<file path="src/rtl/jt12_lfo_gen_if.sv">
// Signal bundle between the YM2612 timing/register logic and the LFO.
// The master drives the timing strobes and register fields; the slave returns the modulation words.
interface jt12_lfo_gen_if;
    logic       clk_en;
    logic       zero;
    logic       lfo_en;
    logic [2:0] lfo_freq;
    logic [6:0] lfo_am;
    logic [4:0] lfo_pm;
    logic       lfo_step;

    modport master (
        output clk_en,
        output zero,
        output lfo_en,
        output lfo_freq,
        input  lfo_am,
        input  lfo_pm,
        input  lfo_step
    );

    modport slave (
        input  clk_en,
        input  zero,
        input  lfo_en,
        input  lfo_freq,
        output lfo_am,
        output lfo_pm,
        output lfo_step
    );
endinterface

</file>
<file path="src/rtl/jt12_lfo_gen.sv">
// YM2612 low-frequency oscillator: sample-rate divider, 7-bit phase counter,
// and triangle shaping into the AM depth word and the PM index.
module jt12_lfo_gen (
    input  logic          clk,
    input  logic          rst,
    jt12_lfo_gen_if.slave bus
);

    // Last divider value before a step, i.e. L-1 for each rate select.
    function automatic logic [6:0] rate_last(input logic [2:0] freq);
        logic [6:0] last_v;
        case (freq)
            3'd0:    last_v = 7'd107;
            3'd1:    last_v = 7'd76;
            3'd2:    last_v = 7'd70;
            3'd3:    last_v = 7'd66;
            3'd4:    last_v = 7'd61;
            3'd5:    last_v = 7'd43;
            3'd6:    last_v = 7'd7;
            3'd7:    last_v = 7'd4;
            default: last_v = 7'd107;
        endcase
        return last_v;
    endfunction

    // Fold the upper half of the phase back down to form a triangle.
    function automatic logic [5:0] tri_shape(input logic [6:0] cnt);
        logic [5:0] shape_v;
        if (cnt[6]) begin
            shape_v = ~cnt[5:0];
        end else begin
            shape_v = cnt[5:0];
        end
        return shape_v;
    endfunction

    logic [6:0] div_cnt_r;
    logic [6:0] lfo_cnt_r;
    logic [6:0] lfo_am_r;
    logic [4:0] lfo_pm_r;
    logic       lfo_step_r;
    logic [6:0] div_last_s;
    logic       div_wrap_s;

    // Greater-or-equal compare so a rate drop below the current count steps immediately.
    always_comb begin
        div_last_s = rate_last(bus.lfo_freq);
        if (div_cnt_r >= div_last_s) begin
            div_wrap_s = 1'b1;
        end else begin
            div_wrap_s = 1'b0;
        end
    end

    // Sample divider, phase counter and step pulse.
    always_ff @(posedge clk) begin
        if (rst) begin
            div_cnt_r  <= 7'd0;
            lfo_cnt_r  <= 7'd0;
            lfo_step_r <= 1'b0;
        end else if (bus.clk_en) begin
            if (!bus.lfo_en) begin
                div_cnt_r  <= 7'd0;
                lfo_cnt_r  <= 7'd0;
                lfo_step_r <= 1'b0;
            end else if (bus.zero) begin
                if (div_wrap_s) begin
                    div_cnt_r  <= 7'd0;
                    lfo_cnt_r  <= lfo_cnt_r + 7'd1;
                    lfo_step_r <= 1'b1;
                end else begin
                    div_cnt_r  <= div_cnt_r + 7'd1;
                    lfo_step_r <= 1'b0;
                end
            end else begin
                lfo_step_r <= 1'b0;
            end
        end
    end

    // Output words follow the phase counter one enabled cycle late.
    always_ff @(posedge clk) begin
        if (rst) begin
            lfo_am_r <= 7'd0;
            lfo_pm_r <= 5'd0;
        end else if (bus.clk_en) begin
            lfo_am_r <= {tri_shape(lfo_cnt_r), 1'b0};
            lfo_pm_r <= lfo_cnt_r[6:2];
        end
    end

    assign bus.lfo_am   = lfo_am_r;
    assign bus.lfo_pm   = lfo_pm_r;
    assign bus.lfo_step = lfo_step_r;

endmodule

</file>
<file path="src/flat_wrapper.sv">
// flat-port wrapper written by rule: the top's interface ports become plain ports
module jt12_lfo_gen_flat 
  (clk, rst, bus_clk_en, bus_zero, bus_lfo_en, bus_lfo_freq, bus_lfo_am, bus_lfo_pm, bus_lfo_step);
  jt12_lfo_gen_if bus_i ();
  input  logic clk;
  input  logic rst;
  input wire logic [$bits(bus_i.clk_en)-1:0] bus_clk_en;
  input wire logic [$bits(bus_i.zero)-1:0] bus_zero;
  input wire logic [$bits(bus_i.lfo_en)-1:0] bus_lfo_en;
  input wire logic [$bits(bus_i.lfo_freq)-1:0] bus_lfo_freq;
  output wire logic [$bits(bus_i.lfo_am)-1:0] bus_lfo_am;
  output wire logic [$bits(bus_i.lfo_pm)-1:0] bus_lfo_pm;
  output wire logic [$bits(bus_i.lfo_step)-1:0] bus_lfo_step;
  assign bus_i.clk_en = bus_clk_en;
  assign bus_i.zero = bus_zero;
  assign bus_i.lfo_en = bus_lfo_en;
  assign bus_i.lfo_freq = bus_lfo_freq;
  assign bus_lfo_am = bus_i.lfo_am;
  assign bus_lfo_pm = bus_i.lfo_pm;
  assign bus_lfo_step = bus_i.lfo_step;
  jt12_lfo_gen u_core (.clk(clk), .rst(rst), .bus(bus_i));
endmodule
</file>
<file path="config.mk">
export PLATFORM = sky130hd
export DESIGN_NAME = jt12_lfo_gen_flat
export DESIGN_NICKNAME = d
export VERILOG_FILES = /design/src/rtl/jt12_lfo_gen_if.sv /design/src/rtl/jt12_lfo_gen.sv /design/src/flat_wrapper.sv
export SDC_FILE = /design/constraint.sdc
export NUM_CORES = 1
export LEC_CHECK = 0
export CAP_MARGIN = 20
export CORE_MARGIN = 2
export CORE_UTILIZATION = 40
export DETAILED_ROUTE_END_ITERATION = 6
export PLACE_DENSITY_LB_ADDON = 0.2
export SLEW_MARGIN = 30
export SYNTH_ARGS = -nofsm -noshare
export SYNTH_HDL_FRONTEND = slang
export SYNTH_SLANG_ARGS = --single-unit
</file>
<file path="constraint.sdc">
create_clock -name clk -period 2.25 [get_ports clk]
set_clock_uncertainty 0.2 [all_clocks]
set_input_delay 0.45 -clock clk [delete_from_list [all_inputs] [get_ports clk]]
set_output_delay 0.45 -clock clk [all_outputs]
set_load 0.01 [all_outputs]
</file>
==> flow_summary.json, run 1 <==
{
  "rsz0062_at_grt": "true",
  "cap_violations": 0,
  "finalSetupViolCount": 0,
  "drc": 0,
  "dominantRegCellSynth": "dfxtp_1",
  "max_freq_ghz": 0.454,
  "max_stage_delay_ns": 0.29,
  "htreeDepth": 1,
  "antenna_cells": 0,
  "antenna_found_initial": 0,
  "drtIter0Drc": 50,
  "worst_ir_drop_vdd_v": 0.000363,
  "final_cell_mix": "dfxtp_1, nor2_1, clkdlybuf4s50_1, ha_1",
  "start_util_pct": 41.2,
  "multiInputGateArea_sq_um": 952,
  "fillers": 358,
  "die_y_microns": 65.2,
  "grt_pass1_wl_microns": 5170,
  "hold_viol_final": 0,
  "whs_path_depth": 2,
  "fin_nets": 213,
  "layout.area.seq_sq_um": 520,
  "synth_nets": 187,
  "core_sq_um": 3630,
  "reg2reg_depth": 8,
  "yosys_register_bits": 26,
  "synthArstFlopShare_pct": 0,
  "hold_slack_ns": 0.286,
  "maxSlewViolCount": 0,
  "yosys_warnings": 0,
  "die_w_microns": 65.2,
  "top_usage_layer": "met2",
  "path_delay_family": "compound AO/OA/AOI/OAI gates",
  "crit_fanout": 5,
  "path_cells": "buf_8 -> inv_8 -> ha_4 -> o21ai_2 -> ha_1 -> a21oi_2 -> o21ai_2 -> a21oi_4 -> buf_6 -> nor2_2 -> a221o_1",
  "tritoncts": "yes",
  "timing.critical_path.arrival_ns": 2.16,
  "path_common_cell": "o21ai_2",
  "mappedNetlistArea_sq_um": 1500,
  "crit_path_end_kind": "flip-flop",
  "vias": 1222,
  "layout_worst_path_cycle_share_pct": 97.9,
  "synthCells": 166,
  "grt_start_max_net_pins": 19,
  "ant_nets": 0,
  "io_buffer_count": 19,
  "dpl.hpwl_microns": 2200,
  "clkSinkCount": 26,
  "synth_top_area_share_pct": 34.8,
  "synth.area.top_cells": "dfxtp_1, ha_1, nor2_1",
  "first_pass_iters": 4,
  "io_pins": 21,
  "synth_area_leader_cell": "dfxtp_1",
  "numCtsBuffers": 3,
  "grt_use_met2_pct": 25.1,
  "gp_congestion": 0.710,
  "start_kind": "input pin",
  "power_density_nw_per_um2": 470,
  "synth_edf_count": 0,
  "slowest_stage": "ha_1",
  "clock-root-buffer": "clkbuf_8",
  "leakage_nw": 0.792,
  "path_clk_slew_ns": 0.08,
  "fin_crit_ns": 2.20,
  "postSynthAreaPerCell_sq_um": 9.01,
  "dp_slack_ns": -0.761,
  "drive_above_1_share_pct": 20.4,
  "final_common_cell": "dfxtp_1",
  "clockBufferDepth": 2,
  "ys_seq_area_share_pct": 34.8,
  "routed_wl_microns": 2790,
  "cp.required_ns": 2.21,
  "clk_latency_ns": 0.27,
  "die_area_sq_um": 4250,
  "globalRouteTotalUtil_pct": 15.1,
  "hold_path_class": "flip-flop to flip-flop",
  "final_util_pct": 53.6,
  "path_class": "input pin to flip-flop",
  "setup_ws_ns": 0.0471,
  "grtUsageMet3_pct": 3.08,
  "synth_cell_types": 37,
  "use_met1_pct": 20.5,
  "fin_setup_tns_ns": 0,
  "area_growth_pct": 30.1,
  "overflow": 0,
  "cp_num_buf_inv": 3,
  "status": "finished clean",
  "viasPerCell": 5.11,
  "grt_pass1_vias": 1179,
  "path_depth": 11,
  "routedWlPerCell_microns": 11.7,
  "row_count": 22
}
[through the flow]
stage          instances  cell area [sq um]  power, mW
2_1_floorplan        166               1540      0.569
3_3_place_gp         232               1800      0.613
3_5_place_dp         232               1800      0.615
4_1_cts              239               1920      0.924
5_1_grt              239               1950      0.968
6_report             239               1950      0.915
[kinds of logic (layout without fill, tap and decap cells)]
kind of cell,count (synthesis),in the layout,share of synthesized area (%)
other,1,1,0.251
xor gates and xnor gates,10,10,5.85
DFF,26,26,34.8
AOI/OAI and AO/OA,30,30,16.0
adders and majority gates,13,13,10.9
buffers and inverters,18,43,6.19
and+or+nand+nor,59,59,20.1
muxes,9,9,6.02
[flip-flops by register name, indices dropped and copies added, names as in the netlist]
name / flops
u_core.bus.lfo_step: 1
u_core.bus.lfo_am: 6
u_core.div_cnt_r: 7
u_core.lfo_cnt_r: 7
u_core.bus.lfo_pm: 5
[metal layers]
metal | vias to the layer above | share of wire, %
li1 | 629 | -
met1 | 570 | 47
met2 | 20 | 49
met3 | 3 | 3.9
met4 | 0 | 0.39
met5 | - | 0
[cells in the mapped netlist, types with 4 or more instances]
cell type	instances
dfxtp_1	26
nor2_1	25
ha_1	13
mux2i_1	9
nand2_1	8
inv_1	7
xnor2_1	7
a211oi_1	6
a21oi_1	6
nand3_1	6
buf_2	5
a31oi_1	4
nand3b_1	4
[final cells by class]
class                   instances  area share, %
multi-input cells             122           48.9
well taps                      48           3.08
inverters                       7           2.38
clock buffers                   4           2.83
flip-flops and latches         26           26.7
repair buffers                 32           16.1
[where the power goes]
group,switching [mW],internal [mW],total (mW)
registers,0.00627,0.468,0.474
logic,0.0714,0.0746,0.146
clock network,0.139,0.156,0.295
total,0.217,0.699,0.915
[worst register-to-register path: cells and delay by family, from the launching register on]
family / cells / cell delay [ns]
buffers and inverters: 2 / 0.24
AO/OA/AOI/OAI: 3 / 0.63
flip-flops: 1 / 0.41
adder cells (fa/ha/maj): 1 / 0.30
AND/OR/NAND/NOR: 2 / 0.16
[path summary, 6_finish.rpt]
kind / startpoint / endpoint / slack, ns
hold reg to reg: u_core.bus.lfo_am[6] / u_core.bus.lfo_am[6] / 0.29
setup / recovery: bus_lfo_freq[0] / u_core.lfo_cnt_r[6] / 0.05
hold / removal: u_core.bus.lfo_am[6] / u_core.bus.lfo_am[6] / 0.29
setup reg to reg: u_core.div_cnt_r[0] / u_core.lfo_cnt_r[6] / 0.21
[repair_timing]
| item | 4_1_cts | 5_1_grt |
|---|---|---|
| setup buffers | 3 | 1 |
| pin swaps | 11 | 6 |
| hold buffers | 0 | 0 |
| endpoints found under the setup margin | 15 | 14 |
| resized for setup | 23 | 11 |
Note: power is estimated with default switching activity, not from simulation.
==> run 2, diff against run 1 <==
--- a/config.mk
+++ b/config.mk
@@ -9,6 +9,7 @@
 export CORE_MARGIN = 2
 export CORE_UTILIZATION = 40
 export DETAILED_ROUTE_END_ITERATION = 6
+export MAX_ROUTING_LAYER = met4
 export PLACE_DENSITY_LB_ADDON = 0.2
 export SLEW_MARGIN = 30
 export SYNTH_ARGS = -nofsm -noshare
==> flow_summary.json, run 2 (synthesized netlist as in run 1, its figures left out) <==
{
  "path_clk_slew_ns": 0.08,
  "clock-root-buffer": "clkbuf_8",
  "antenna_cells": 0,
  "row_count": 22,
  "r2r_end": "u_core.lfo_cnt_r[6]",
  "power.total_mw": 0.916,
  "drive_above_1_share_pct": 20.4,
  "cp.required_ns": 2.21,
  "power_density_nw_per_um2": 471,
  "path_class": "input pin to flip-flop",
  "crit-reg2reg-launch": "u_core.div_cnt_r[0]",
  "globalRouteTotalUtil_pct": 15.5,
  "first_pass_iters": 4,
  "overflow": 0,
  "viasPerCell": 5.10,
  "final_util_pct": 53.6,
  "layout_worst_path_cycle_share_pct": 97.8,
  "timing.critical_path.arrival_ns": 2.16,
  "setup_ws_ns": 0.0494,
  "maxSlewViolCount": 0,
  "grt_start_max_net_pins": 19,
  "start_kind": "input pin",
  "routedWlPerCell_microns": 11.8,
  "finalSetupViolCount": 0,
  "final_cell_mix": "dfxtp_1, nor2_1, clkdlybuf4s50_1, ha_1",
  "dp_slack_ns": -0.761,
  "die_y_microns": 65.2,
  "hold_buffers": 0,
  "clockBufferDepth": 2,
  "vias": 1220,
  "grt_pass1_vias": 1180,
  "numCtsBuffers": 3,
  "layout.cells.non_filler": 239,
  "multiInputGateArea_sq_um": 952,
  "hold_slack_ns": 0.286,
  "status": "finished clean",
  "final_common_cell": "dfxtp_1",
  "antenna_found_initial": 0,
  "layout.area.seq_sq_um": 520,
  "routed_wl_microns": 2810,
  "hold_viol_final": 0,
  "io_pins": 21,
  "fin_nets": 213,
  "leakage_nw": 0.792,
  "fillers": 358,
  "die_area_sq_um": 4250,
  "gp_congestion": 0.718,
  "reg2reg_depth": 8,
  "fin_setup_tns_ns": 0,
  "worst_ir_drop_vdd_v": 0.000364,
  "dpl.cell_count": 232,
  "rsz0062_at_grt": "true",
  "io_buffer_count": 19,
  "cap_violations": 0,
  "crit_fanout": 5,
  "clk_latency_ns": 0.27,
  "clkSinkCount": 26,
  "worstHoldStart": "u_core.bus.lfo_am[6]",
  "drtIter0Drc": 42,
  "hold_path_class": "flip-flop to flip-flop",
  "core_sq_um": 3630,
  "whs_path_depth": 2,
  "ff2ff_setup_slack_ns": 0.21,
  "tritoncts": "yes",
  "drc": 0,
  "max_freq_ghz": 0.454,
  "holdPathEnd": "u_core.bus.lfo_am[6]",
  "crit_path_end_kind": "flip-flop",
  "finalInstanceArea_sq_um": 1950,
  "die_w_microns": 65.2,
  "grt_pass1_wl_microns": 5170,
  "area_growth_pct": 30.1,
  "start_util_pct": 41.2,
  "ant_nets": 0,
  "placed_cell_area_sq_um": 1800,
  "dpl.hpwl_microns": 2200,
  "fin_crit_ns": 2.20,
  "htreeDepth": 1
}
-- run 2: cell counts in the layout (fill, tap and decap cells not counted) --
No cell type changed its count.
-- run 2: area by class of cell --
| cell class | count | share of cell area (%) |
|---|---|---|
| Clock buffer | 4 | 2.83 |
| Inverter | 7 | 2.38 |
| Multi-Input combinational cell | 122 | 48.9 |
| Sequential cell | 26 | 26.7 |
| Tap cell | 48 | 3.08 |
| Timing Repair Buffer | 32 | 16.1 |
-- run 2: what timing repair did --
action,4_1_cts,5_1_grt
setup endpoints to repair,15,14
resized for setup,23,11
pin swaps,11,6
buffers inserted,3,1
-- run 2: critical path: stages --
cell	delay (ns)
buf_8	0.11
inv_8	0.03
ha_4	0.26
o21ai_2	0.04
ha_1	0.29
a21oi_2	0.15
o21ai_2	0.08
a21oi_4	0.29
buf_6	0.17
nor2_2	0.04
a221o_1	0.25
-- run 2: report_power, final --
| part | internal, mW | switching, mW |
|---|---|---|
| Sequential | 0.468 | 0.00628 |
| Clock | 0.156 | 0.140 |
| Combinational | 0.0746 | 0.0715 |
-- run 2: routing by layer --
metal | share of wire, % | global-route usage (%)
met2 | 49 | 25.3
met1 | 48 | 20.4
met5 | 0 | -
met3 | 2.6 | 3.08
met4 | 0.43 | 2.34
-- run 2: worst max path at each step --
| stage | start | endpoint | slack (ns) |
|---|---|---|---|
| 3_3_place_gp | bus_lfo_freq[0] | u_core.lfo_cnt_r[6] | -0.71 |
| 2_1_floorplan | bus_lfo_freq[1] | u_core.lfo_cnt_r[3] | -0.03 |
| 6_report | bus_lfo_freq[0] | u_core.lfo_cnt_r[6] | 0.05 |
| 4_1_cts | bus_lfo_freq[1] | u_core.lfo_cnt_r[6] | -0.003 |
| 3_5_place_dp | bus_lfo_freq[0] | u_core.lfo_cnt_r[3] | -0.76 |
| 5_1_grt | bus_lfo_freq[0] | u_core.lfo_cnt_r[6] | -0.03 |
==> run 3, diff against run 2 <==
--- a/config.mk
+++ b/config.mk
@@ -9,9 +9,10 @@
 export CORE_MARGIN = 2
 export CORE_UTILIZATION = 40
 export DETAILED_ROUTE_END_ITERATION = 6
+export GPL_TIMING_DRIVEN = 0
 export MAX_ROUTING_LAYER = met4
 export PLACE_DENSITY_LB_ADDON = 0.2
-export SLEW_MARGIN = 30
+export SLEW_MARGIN = 20
 export SYNTH_ARGS = -nofsm -noshare
 export SYNTH_HDL_FRONTEND = slang
 export SYNTH_SLANG_ARGS = --single-unit
==> constraint.sdc (replaced) <==
create_clock -name clk -period 2 [get_ports clk]
set_clock_uncertainty 0.2 [all_clocks]
set_input_delay 0.4 -clock clk [delete_from_list [all_inputs] [get_ports clk]]
set_output_delay 0.4 -clock clk [all_outputs]
set_load 0.01 [all_outputs]
==> flow_summary.json, run 3 (synthesized netlist as in run 1, its figures left out) <==
{
  "hold_path_class": "input pin to flip-flop",
  "drtIter0Drc": 49,
  "ant_nets": 0,
  "start_util_pct": 41.2,
  "area_growth_pct": 31.9,
  "dpl.hpwl_microns": 2280,
  "io_buffer_count": 18,
  "setup_ws_ns": -0.112,
  "clock-root-buffer": "clkbuf_8",
  "grt_pass1_wl_microns": 5540,
  "rsz0062_at_grt": "true",
  "crit_fanout": 6,
  "fillers": 347,
  "viasPerCell": 5.18,
  "clkSinkCount": 26,
  "finalSetupViolCount": 9,
  "final_cell_mix": "dfxtp_1, nor2_1, clkdlybuf4s50_1, ha_1, mux2i_1",
  "numCtsBuffers": 3,
  "io_pins": 21,
  "clk_latency_ns": 0.27,
  "vias": 1253,
  "grt_start_max_net_pins": 16,
  "routedWlPerCell_microns": 13.4,
  "clockBufferDepth": 2,
  "path_clk_slew_ns": 0.09,
  "routed_wl_microns": 3230,
  "ff2ff_setup_slack_ns": -0.01,
  "die_area_sq_um": 4250,
  "antenna_cells": 0,
  "dp_slack_ns": -1.09,
  "start_kind": "input pin",
  "htreeDepth": 1,
  "crit_path_end_kind": "flip-flop",
  "first_pass_iters": 4,
  "row_count": 22,
  "max_freq_ghz": 0.474,
  "die_w_microns": 65.2,
  "path_class": "input pin to flip-flop",
  "power_density_nw_per_um2": 578,
  "antenna_found_initial": 0,
  "grt_pass1_vias": 1259,
  "gp_congestion": 0.818,
  "final_util_pct": 54.3,
  "die_y_microns": 65.2,
  "drc": 0,
  "fin_nets": 216,
  "hold_viol_final": 0,
  "layout_worst_path_cycle_share_pct": 106,
  "fin_crit_ns": 2.11,
  "violations": "setup timing",
  "cap_violations": 0,
  "worst_ir_drop_vdd_v": 0.000360,
  "globalRouteTotalUtil_pct": 17.3,
  "tritoncts": "yes",
  "drive_above_1_share_pct": 20.6,
  "cp.required_ns": 1.97,
  "status": "finished, violations left",
  "maxSlewViolCount": 0,
  "core_sq_um": 3630,
  "final_common_cell": "dfxtp_1",
  "timing.critical_path.arrival_ns": 2.08,
  "leakage_nw": 0.799,
  "overflow": 0
}
[run 3: changes by cell type in the layout (fill, tap and decap cells not counted), sizes merged]
cell / previous run / this run
clkdlybuf4s50: 16 / 15
bufinv: 0 / 1
buf: 15 / 19
clkbuf: 5 / 4
[run 3: path summary, 6_finish.rpt]
check                            start                    to  depth (start not counted)
setup / recovery       bus_lfo_freq[1]   u_core.lfo_cnt_r[6]                         11
hold / removal                     rst  u_core.bus.lfo_am[1]                          2
setup reg to reg   u_core.div_cnt_r[0]   u_core.lfo_cnt_r[6]                          8
hold reg to reg   u_core.bus.lfo_am[4]  u_core.bus.lfo_am[4]                          2
[run 3: critical path: stages]
cell and delay (ns):
buf_12 0.09, inv_12 0.03, ha_4 0.25, mux2i_1 0.07
ha_1 0.28, nand2_1 0.06, o21ai_2 0.17, a21oi_4 0.10
buf_6 0.13, o2bb2ai_4 0.15, a221o_1 0.33
[run 3: power breakdown]
group / leakage [nW] / internal (mW) / switching, mW
sequential: 0.211 / 0.527 / 0.00758
clock: 0.0357 / 0.268 / 0.171
combinational: 0.553 / 0.0832 / 0.0845
total: 0.799 / 0.878 / 0.263
[run 3: per-layer routing]
metal | GRT usage, % | vias to the layer above | part of all wire (%)
li1 | - | 626 | -
met1 | 20.1 | 600 | 44
met2 | 28.8 | 18 | 50
met3 | 4.11 | 9 | 2.6
met4 | 7.03 | 0 | 2.6
met5 | - | - | 0
[run 3: cell type report]
| class | instances | area (sq um) | area share [%] |
|---|---|---|---|
| Tap cell | 48 | 60.1 | 3.04 |
| Timing Repair Buffer | 24 | 251 | 12.7 |
| Sequential cell | 26 | 520 | 26.4 |
| Buffer | 11 | 77.6 | 3.93 |
| Clock inverter | 1 | 30.0 | 1.52 |
| Inverter | 7 | 46.3 | 2.35 |
| Clock buffer | 3 | 41.3 | 2.09 |
| Multi-Input combinational cell | 122 | 946 | 47.9 |
[run 3: stage by stage]
stage	power [mW]	cells	hold slack, ns	TNS [ns]	area (sq um)
finish	1.14	242	0.279	-0.477	1970
global placement	0.686	232	0.271	-13.02	1780
global route	1.19	242	0.267	-1.37	1970
detailed placement	0.690	232	0.279	-13.66	1780
floorplan	0.640	166	0.252	-1.22	1540
CTS	1.13	239	0.263	-0.667	1930
[run 3: what timing repair did]
item                                    CTS  global route
resized for setup                        29             7
pin swaps                                15             2
endpoints found under the setup margin   15            14
hold buffers                              0             0
setup buffers                             3             3
